[config.mk]
export PLATFORM = sky130hd
export DESIGN_NAME = muldiv_seq_divider
export DESIGN_NICKNAME = d
export VERILOG_FILES = /design/src/rtl/muldiv_seq_divider_pkg.sv /design/src/rtl/div_iter_step.sv /design/src/rtl/muldiv_seq_divider.sv
export SDC_FILE = /design/constraint.sdc
export NUM_CORES = 1
export LEC_CHECK = 0
export BUFFER_PORTS_ARGS = -buffer_cell sky130_fd_sc_hd__buf_2
export CAP_MARGIN = 5
export CORE_MARGIN = 2
export CORE_UTILIZATION = 55
export DETAILED_ROUTE_END_ITERATION = 16
export PLACE_DENSITY_LB_ADDON = 0.25
export SLEW_MARGIN = 20
export SYNTH_ARGS = -nofsm -noshare
export SYNTH_HDL_FRONTEND = slang
export SYNTH_SLANG_ARGS = --single-unit
[constraint.sdc]
create_clock -name clk -period 16 [get_ports clk]
set_input_delay 1.6 -clock clk [delete_from_list [all_inputs] [get_ports clk]]
set_output_delay 1.6 -clock clk [all_outputs]
set_load 0.05 [all_outputs]
[src/rtl/muldiv_seq_divider_pkg.sv]
// rtl/muldiv_seq_divider_pkg.sv - shared ALU op encodings and divider FSM types
//
// Op codes are the EX-stage ALU select values shared with the rest of the
// pipeline. Only the four divide ops are acted on by the divider; the others
// are listed so callers and benches can name them.

package muldiv_seq_divider_pkg;

    localparam int DIV_XLEN = 32;

    localparam logic [4:0] OP_ADD  = 5'h00;
    localparam logic [4:0] OP_SUB  = 5'h01;
    localparam logic [4:0] OP_MUL  = 5'h0c;
    localparam logic [4:0] OP_DIV  = 5'h10;
    localparam logic [4:0] OP_DIVU = 5'h11;
    localparam logic [4:0] OP_REM  = 5'h12;
    localparam logic [4:0] OP_REMU = 5'h13;

    typedef enum logic [1:0] {
        ST_IDLE = 2'd0,
        ST_CALC = 2'd1,
        ST_FIX  = 2'd2
    } div_state_e;

    function automatic logic is_div_op(input logic [4:0] op);
        return (op == OP_DIV) || (op == OP_DIVU) || (op == OP_REM) || (op == OP_REMU);
    endfunction

    function automatic logic is_signed_op(input logic [4:0] op);
        return (op == OP_DIV) || (op == OP_REM);
    endfunction

    function automatic logic is_rem_op(input logic [4:0] op);
        return (op == OP_REM) || (op == OP_REMU);
    endfunction

endpackage

[src/rtl/div_iter_step.sv]
// rtl/div_iter_step.sv - one combinational radix-2 restoring division step
//
// Ports:
//   rem_in   in  XLEN  partial remainder from the previous step (always < divisor)
//   dvd_msb  in  1     next dividend bit shifted into the remainder
//   divisor  in  XLEN  divisor magnitude
//   rem_out  out XLEN  partial remainder after this step
//   q_bit    out 1     quotient bit produced by this step

module div_iter_step #(
    parameter int XLEN = 32
) (
    input  logic [XLEN-1:0] rem_in,
    input  logic            dvd_msb,
    input  logic [XLEN-1:0] divisor,
    output logic [XLEN-1:0] rem_out,
    output logic            q_bit
);

    // The shifted remainder needs XLEN+1 bits: with a divisor above 2^(XLEN-1)
    // the previous remainder can already have its top bit set.
    logic [XLEN:0]   partial;
    logic [XLEN-1:0] diff;

    always_comb begin
        partial = {rem_in, dvd_msb};
        q_bit   = (partial >= {1'b0, divisor});
        // When the subtraction succeeds the true difference is below the
        // divisor, so the low XLEN bits of the modular difference are exact.
        diff    = partial[XLEN-1:0] - divisor;
        rem_out = q_bit ? diff : partial[XLEN-1:0];
    end

endmodule

[src/rtl/muldiv_seq_divider.sv]
// rtl/muldiv_seq_divider.sv - multi-cycle restoring divider for DIV/DIVU/REM/REMU
//
// Ports:
//   clk     in   1     clock, all state on posedge
//   reset   in   1     asynchronous active-high reset
//   start   in   1     issue strobe, sampled only while busy=0
//   select  in   5     ALU op code (OP_DIV/OP_DIVU/OP_REM/OP_REMU accepted)
//   data1   in   XLEN  dividend (rs1)
//   data2   in   XLEN  divisor (rs2)
//   flush   in   1     abort the in-flight op; no done follows
//   busy    out  1     op in flight; the pipeline holds EX while high
//   done    out  1     one-cycle pulse, result valid in this cycle
//   result  out  XLEN  quotient or remainder, held until the next done
//
// Flow: IDLE -accept-> CALC (32 restoring steps) -> FIX (sign fix, write
// result) -> IDLE with done high. Divide-by-zero and signed overflow may
// complete straight from IDLE when FAST_SPECIAL is set.

module muldiv_seq_divider
    import muldiv_seq_divider_pkg::*;
#(
    parameter int XLEN         = DIV_XLEN,
    parameter bit FAST_SPECIAL = 1'b1
) (
    input  logic            clk,
    input  logic            reset,
    input  logic            start,
    input  logic [4:0]      select,
    input  logic [XLEN-1:0] data1,
    input  logic [XLEN-1:0] data2,
    input  logic            flush,
    output logic            busy,
    output logic            done,
    output logic [XLEN-1:0] result
);

    localparam int CNT_W = $clog2(XLEN);
    localparam logic [XLEN-1:0] MOST_NEG = {1'b1, {(XLEN-1){1'b0}}};

    div_state_e      state_q;
    logic [CNT_W-1:0] cnt_q;
    logic [XLEN-1:0] dvd_q;
    logic [XLEN-1:0] dsr_q;
    logic [XLEN-1:0] rem_q;
    logic [XLEN-1:0] quot_q;
    logic            is_rem_q;
    logic            q_neg_q;
    logic            r_neg_q;

    logic            accept;
    logic            op_signed;
    logic            op_rem;
    logic            a_neg;
    logic            b_neg;
    logic [XLEN-1:0] a_mag;
    logic [XLEN-1:0] b_mag;
    logic            div_zero;
    logic            overflow;
    logic            special;
    logic [XLEN-1:0] special_result;
    logic [XLEN-1:0] fix_quot;
    logic [XLEN-1:0] fix_rem;

    logic [XLEN-1:0] step_rem;
    logic            step_q;

    always_comb begin
        op_signed = is_signed_op(select);
        op_rem    = is_rem_op(select);
        accept    = start && !flush && (state_q == ST_IDLE) && is_div_op(select);

        a_neg = op_signed && data1[XLEN-1];
        b_neg = op_signed && data2[XLEN-1];
        a_mag = a_neg ? -data1 : data1;
        b_mag = b_neg ? -data2 : data2;

        div_zero = (data2 == '0);
        overflow = op_signed && (data1 == MOST_NEG) && (data2 == '1);
        special  = div_zero || overflow;

        special_result = '0;
        if (div_zero) begin
            special_result = op_rem ? data1 : '1;
        end else begin
            special_result = op_rem ? '0 : MOST_NEG;
        end

        fix_quot = q_neg_q ? -quot_q : quot_q;
        fix_rem  = r_neg_q ? -rem_q : rem_q;
    end

    div_iter_step #(
        .XLEN(XLEN)
    ) u_step (
        .rem_in (rem_q),
        .dvd_msb(dvd_q[XLEN-1]),
        .divisor(dsr_q),
        .rem_out(step_rem),
        .q_bit  (step_q)
    );

    always_ff @(posedge clk or posedge reset) begin
        if (reset) begin
            state_q  <= ST_IDLE;
            cnt_q    <= '0;
            dvd_q    <= '0;
            dsr_q    <= '0;
            rem_q    <= '0;
            quot_q   <= '0;
            is_rem_q <= 1'b0;
            q_neg_q  <= 1'b0;
            r_neg_q  <= 1'b0;
            busy     <= 1'b0;
            done     <= 1'b0;
            result   <= '0;
        end else begin
            done <= 1'b0;
            case (state_q)
                ST_IDLE: begin
                    if (accept) begin
                        is_rem_q <= op_rem;
                        // A zero divisor leaves an all-ones magnitude quotient
                        // that must stay all-ones regardless of operand signs.
                        q_neg_q  <= (a_neg ^ b_neg) && !div_zero;
                        r_neg_q  <= a_neg;
                        if (FAST_SPECIAL && special) begin
                            result <= special_result;
                            done   <= 1'b1;
                        end else begin
                            dvd_q   <= a_mag;
                            dsr_q   <= b_mag;
                            rem_q   <= '0;
                            quot_q  <= '0;
                            cnt_q   <= CNT_W'(XLEN - 1);
                            busy    <= 1'b1;
                            state_q <= ST_CALC;
                        end
                    end
                end
                ST_CALC: begin
                    if (flush) begin
                        busy    <= 1'b0;
                        state_q <= ST_IDLE;
                    end else begin
                        rem_q  <= step_rem;
                        quot_q <= {quot_q[XLEN-2:0], step_q};
                        dvd_q  <= {dvd_q[XLEN-2:0], 1'b0};
                        cnt_q  <= cnt_q - 1'b1;
                        if (cnt_q == '0) begin
                            state_q <= ST_FIX;
                        end
                    end
                end
                ST_FIX: begin
                    busy    <= 1'b0;
                    state_q <= ST_IDLE;
                    if (!flush) begin
                        result <= is_rem_q ? fix_rem : fix_quot;
                        done   <= 1'b1;
                    end
                end
                default: begin
                    busy    <= 1'b0;
                    state_q <= ST_IDLE;
                end
            endcase
        end
    end

endmodule

# Yosys cells after proc, flatten, opt, wreduce, memory -nomap -nowiden
# Cells that the tools add are included.
# word_totals
regBits,172
latch_bits,0
mem_bits_rw,0
romBits,0
in_bits,73
out_inout_bits,34
n_memories,0
# op_classes
n_addsub,6
mul,0
div,0
magnitude_cmp,1
eq_ne,15
n_shift,0
mux,40
bitwise,2
n_reduce_logical,27
# op_table
op,n
32-bit two-way mux,19
32-bit case mux with 2 select lines,4
32-bit negator,4
"32-bit equality test, second input constant",2
33-bit by 32-bit greater-or-equal comparator with 1-bit output,1
32-bit logical NOT,1
32-bit subtractor,1
"5-bit equality test, second input constant",4
5-bit two-way mux,3
"2-bit != test, second input constant",6
5-bit case mux with 2 select lines,1
3-bit AND reduction,3
1-bit logical AND,8
2-bit two-way mux,4
4-bit AND reduction,2
1-bit logical OR,6
1-bit two-way mux,6
5-bit logical NOT,1
"5-bit by 1-bit subtractor with 5-bit output, second input constant",1
1-bit case mux with 2 select lines,2
2-bit case mux with 2 select lines,1
2-bit nonzero test,2
"3-bit != test, second input constant",1
"2-bit by 1-bit equality test with 1-bit output, second input constant",1
6 further kinds,7

# Longest topological paths before layout
# depth
ltp_word,8
depth_mapped,14
ltp_nobuf,13

# Modules after synthesis
# From an unflattened synthesis, not the netlist that was laid out.
# unflattened
cells_unflattened,1639
area_unflattened_um2,13495.4
# by_module_without_submodules
module,instances,cells_each,area_each_um2,seq_area_each_um2
muldiv_seq_divider,1,1309,11104.4,4304.1
div_iter_step,1,330,2391.0,0.0

# Least setup slack after synthesis
# OpenSTA, ideal clock, no wires.
# synth_timing
path_kind,input-to-reg
start,in data2[8]
end,reg result[31]
setup_time_ns,0.121
arrival_ns,4.445
t_required_ns,15.879
setup_slack_ns,11.434
stages,13
path_cell_list,or4_4 > nor4_4 > or4b_1 > or4_1 > buf_2 > nor3b_4 > nor2_1 > o21a_1 > buf_6 > clkinv_2 > buf_6 > o21ai_1 > o22a_1
# synth_between
elab_chain_cells,5
# synth_rtl
element,line_no,source
from (decl),muldiv_seq_divider.sv:30,"input logic [XLEN-1:0] data2,"
32-bit logical NOT / 32-bit equality test (equally long branches),"muldiv_seq_divider.sv:77, muldiv_seq_divider.sv:78",
32-bit two-way mux / 1-bit logical AND (equally long branches),"muldiv_seq_divider.sv:82, muldiv_seq_divider.sv:78",
32-bit two-way mux / 1-bit logical OR (equally long branches),"muldiv_seq_divider.sv:126, muldiv_seq_divider.sv:79",
32-bit two-way mux / 2-bit != test (equally long branches),-,
32-bit case mux with 2 select lines / 4-bit AND reduction (equally long branches),-,
to (signal assigned),muldiv_seq_divider.sv:127,result <= special_result;
to (signal assigned),muldiv_seq_divider.sv:158,result <= is_rem_q ? fix_rem : fix_quot;
to (decl),muldiv_seq_divider.sv:34,output logic [XLEN-1:0] result
# Parallel ways exist; a longest one is shown, timed or not. The select of a mux whose other input is x is not followed.
# A chain may end at the register's enable or synchronous reset.

# Final worst setup path
# layout_timing
start,in data2[2]
end,reg dvd_q[29]
# layout_between
elab_chain_cells,5
# layout_rtl
element,line_no,source
32-bit equality test,muldiv_seq_divider.sv:78,overflow = op_signed && (data1 == MOST_NEG) && (data2 == '1);
1-bit logical AND,muldiv_seq_divider.sv:78,
1-bit logical OR *,muldiv_seq_divider.sv:79,special = div_zero || overflow;
2-bit != test (no source line) *,-,
4-bit AND reduction (no source line) *,-,
to (signal assigned),muldiv_seq_divider.sv:130,dvd_q <= a_mag;
to (signal assigned),muldiv_seq_divider.sv:147,"dvd_q <= {dvd_q[XLEN-2:0], 1'b0};"
to (decl),muldiv_seq_divider.sv:42,logic [XLEN-1:0] dvd_q;
# Every way passes the cells marked *; elsewhere a longest branch is shown, timed or not.

==> qor.yml <==
global_route:
  grt_use_total: 0.2901
  grt_max_degree: 104
  grt_pass1_wl_um: 54940
  grt_overflow: 0
  antenna_found_initial: 0
  grt_pass1_vias: 10210
clocking:
  clock-sinks: 172
  hold_buffers: 0
  insertion_delay_ns: 0.43
  cts-root-buf: "clkbuf_16"
  numCtsBuffers: 17
  htreeDepth: 4
  clk_pin_slew_ns: 0.07
  ctsResizeCount: 0
  cts_tree: "built"
  clockBufferDepth: 2
  cts_post_setup_buffers_inserted: 0
worst_setup_path:
  cp-end-kind: "flip-flop"
  cp.arrival_ns: 6.23
  cpLargestDelayFamily: "simple AND/OR/NAND/NOR gates"
  r2r_start: "rem_q[0]$_DFFE_PP0P_"
  cp_slowest_cell: "nor2_4"
  critPathMaxStageDelay_ns: 0.80
  critPathKind: "primary input to flip-flop"
  worst_ep_required_time_ns: 16.35
  cp_num_buf_inv: 3
  reg2reg_slack_ns: 12.04
  worst_path_most_repeated_cell: "buf_4"
  crit_fanout: 53
  cp_cell_sequence: "buf_2 -> nor3_1 -> nand4_1 -> or4b_1 -> or4_1 -> nor3b_4 -> nor3_4 -> buf_4 -> nor2_4 -> buf_4 -> a22oi_1 -> o21ai_0"
  cp-start-kind: "primary input"
  crit_start: "data2[2]"
synth:
  synth_top_area_share: 0.3552
  ys_warn_count: 0
  ys_seq_area_frac: 0.3552
  synth_fp_nets: 1593
  syn_area_um2: 12120
  synth_edf_count: 0
  ys.flop_type: "dfrtp_1"
  synth_area_leaders: "dfrtp_1 (36%), nand2_1 (7.3%), o21ai_0 (7.1%), xnor2_1 (6.1%), xor2_1 (4.6%)"
  synthTopCellsByCount: "nand2_1 (236), o21ai_0 (173), dfrtp_1 (172)"
  syn_inst: 1480
  async_reset_ff_frac: 1.000
  synth_top_cell_by_area: "dfrtp_1"
  synth_seq_cells: 172
  synth.distinct_cells: 69
  avgSynthCellArea_um2: 8.187
  yosysMostFrequentCell: "nand2_1"
floorplan:
  die_height_um: 152.4
  fp.dieArea_um2: 23230
  ios: 107
  core-area_um2: 21760
  rows: 54
  start_util: 0.5569
  die_x_um: 152.4
power_and_ir_drop:
  internal-power_mw: 0.8257
  p_clk_frac: 0.324
  p_sw_frac: 0.3370
  p_sw_mw: 0.4197
  p_leak_nw: 5.788
  ir_drop_v: 0.00005658
  total_power_mw: 1.245
  power_frac_comb: 0.249
  powerDensity_nw_per_um2: 94.15
  p_seq_frac: 0.427
timing:
  max_slew_margin: 0.2476
  rsz0062_at_grt: "false"
  fin_worst_skew_ns: 0.009000
  finalSetupTns_ns: 0
  worst_pin_slew_ns: 1.126
  period_share: 0.3676
  finalHoldViolCount: 0
  layout_min_cycle_time_ns: 5.881
  fmax_mhz: 170.0
  setup_violations: 0
  holdWs_ns: 0.4847
  setup_ws_ns: 10.12
  maxSlewViolCount: 0
finish:
  stdcell_count: 1815
  layout.nets: 1635
  syn_to_final_growth_pct: 9.170
  drive_above_1_share: 0.1121
  n_antenna_cell: 0
worst_hold_path:
  hp-class: "flip-flop to flip-flop"
  worstHoldStart: "dsr_q[4]$_DFFE_PP0P_"
status:
  outcome: "completed"
drt:
  via_per_inst: 6.173
  drt-initial-drc-count: 1066
  vias: 11200
  first_pass_iters: 5
  ant_nets: 0
  wl_um: 33440
  drc: 0
  wl_per_cell_um: 18.43
placement:
  dp_hpwl_um: 24470
  io_buffers: 106
  dp.cells: 1782
  dp_slack_ns: 9.730
  gp_congestion: 0.9804
job:
  drv_cap: 0
routing by layer:
metal / wire (um) / track usage
met1: 15230 / 0.4315
met2: 14980 / 0.4423
met3: 2464 / 0.04437
met4: 768 / 0.08245
met5: 0 / 0
power groups by stage:
stage	Combinational, mW	Sequential, mW	Clock (mW)
floorplan	0.215	0.539	0
global placement	0.298	0.539	0
detailed placement	0.305	0.538	0
CTS	0.307	0.531	0.406
global route	0.345	0.540	0.421
finish	0.310	0.532	0.403
stage by stage:
stage,util,instance area [um2]
after floorplan,-,12120
after global placement,0.5812,12640
after detailed placement,0.5812,12640
after CTS,0.6071,13210
after global routing,0.6080,13230
final,0.6080,13230
cells by family (layout without fill, tap and decap cells):
logic type	count (synthesis)	in the layout	share of synthesized area
mux	15	15	0.01270
buf+inv	147	202	0.05432
xor+xnor	147	147	0.1063
fa+ha+maj	40	40	0.04193
simple gates	517	517	0.1929
compound gates	442	442	0.2367
flops	172	172	0.3552
cell type report:
type | instances | area, um2
flip-flops and latches | 172 | 4304
fillers | 1893 | 8528
multi-input cells | 1161 | 7179
inverters | 53 | 205.2
clock buffers | 19 | 442.9
repair buffers | 117 | 625.6
clock inverters | 13 | 120.1
well taps | 280 | 350.3
registers in the layout (all words and copies together) (netlist names):
register and flops:
state_q 2, dsr_q 32, rem_q 32, result 32, q_neg_q 1, is_rem_q 1, done 1, cnt_q 5
busy 1, quot_q 32, dvd_q 32, r_neg_q 1
worst paths after layout:
| kind | end | depth (start not counted) |
|---|---|---|
| worst min register to register | dsr_q[4]$_DFFE_PP0P_ | 2 |
| min in group asynchronous | dsr_q[6]$_DFFE_PP0P_ | 2 |
| max in group asynchronous | quot_q[23]$_DFFE_PP0P_ | 3 |
| worst min-delay path | dsr_q[4]$_DFFE_PP0P_ | 2 |
| worst max register to register | rem_q[31]$_DFFE_PP0P_ | 11 |
| worst max-delay path | dvd_q[29]$_DFFE_PP0P_ | 12 |
placed cells by master (no fill, tap or decap), drive strengths merged, types with 18 or more instances in the layout:
cell type / count
dfrtp: 172
a221o: 27
o21a: 20
nand2: 236
ha: 39
nor3: 23
nand3: 34
inv: 53
o41ai: 18
a21oi: 74
o211ai: 21
buf: 117
xor2: 63
clkbuf: 19
o31ai: 30
nor2: 122
xnor2: 84
o21ai: 175
worst register-to-register path: stages (launching register included):
cell and delay (ns):
dfrtp_1 0.47, ha_1 0.32, nor2b_1 0.17, o211ai_1 0.10
a21boi_0 0.35, a21oi_1 0.27, a2111oi_0 0.76, a211o_1 0.22
buf_4 0.43, nand2_1 0.39, a21oi_1 0.27, a221o_1 0.14
(Power assumes the default switching activity.)
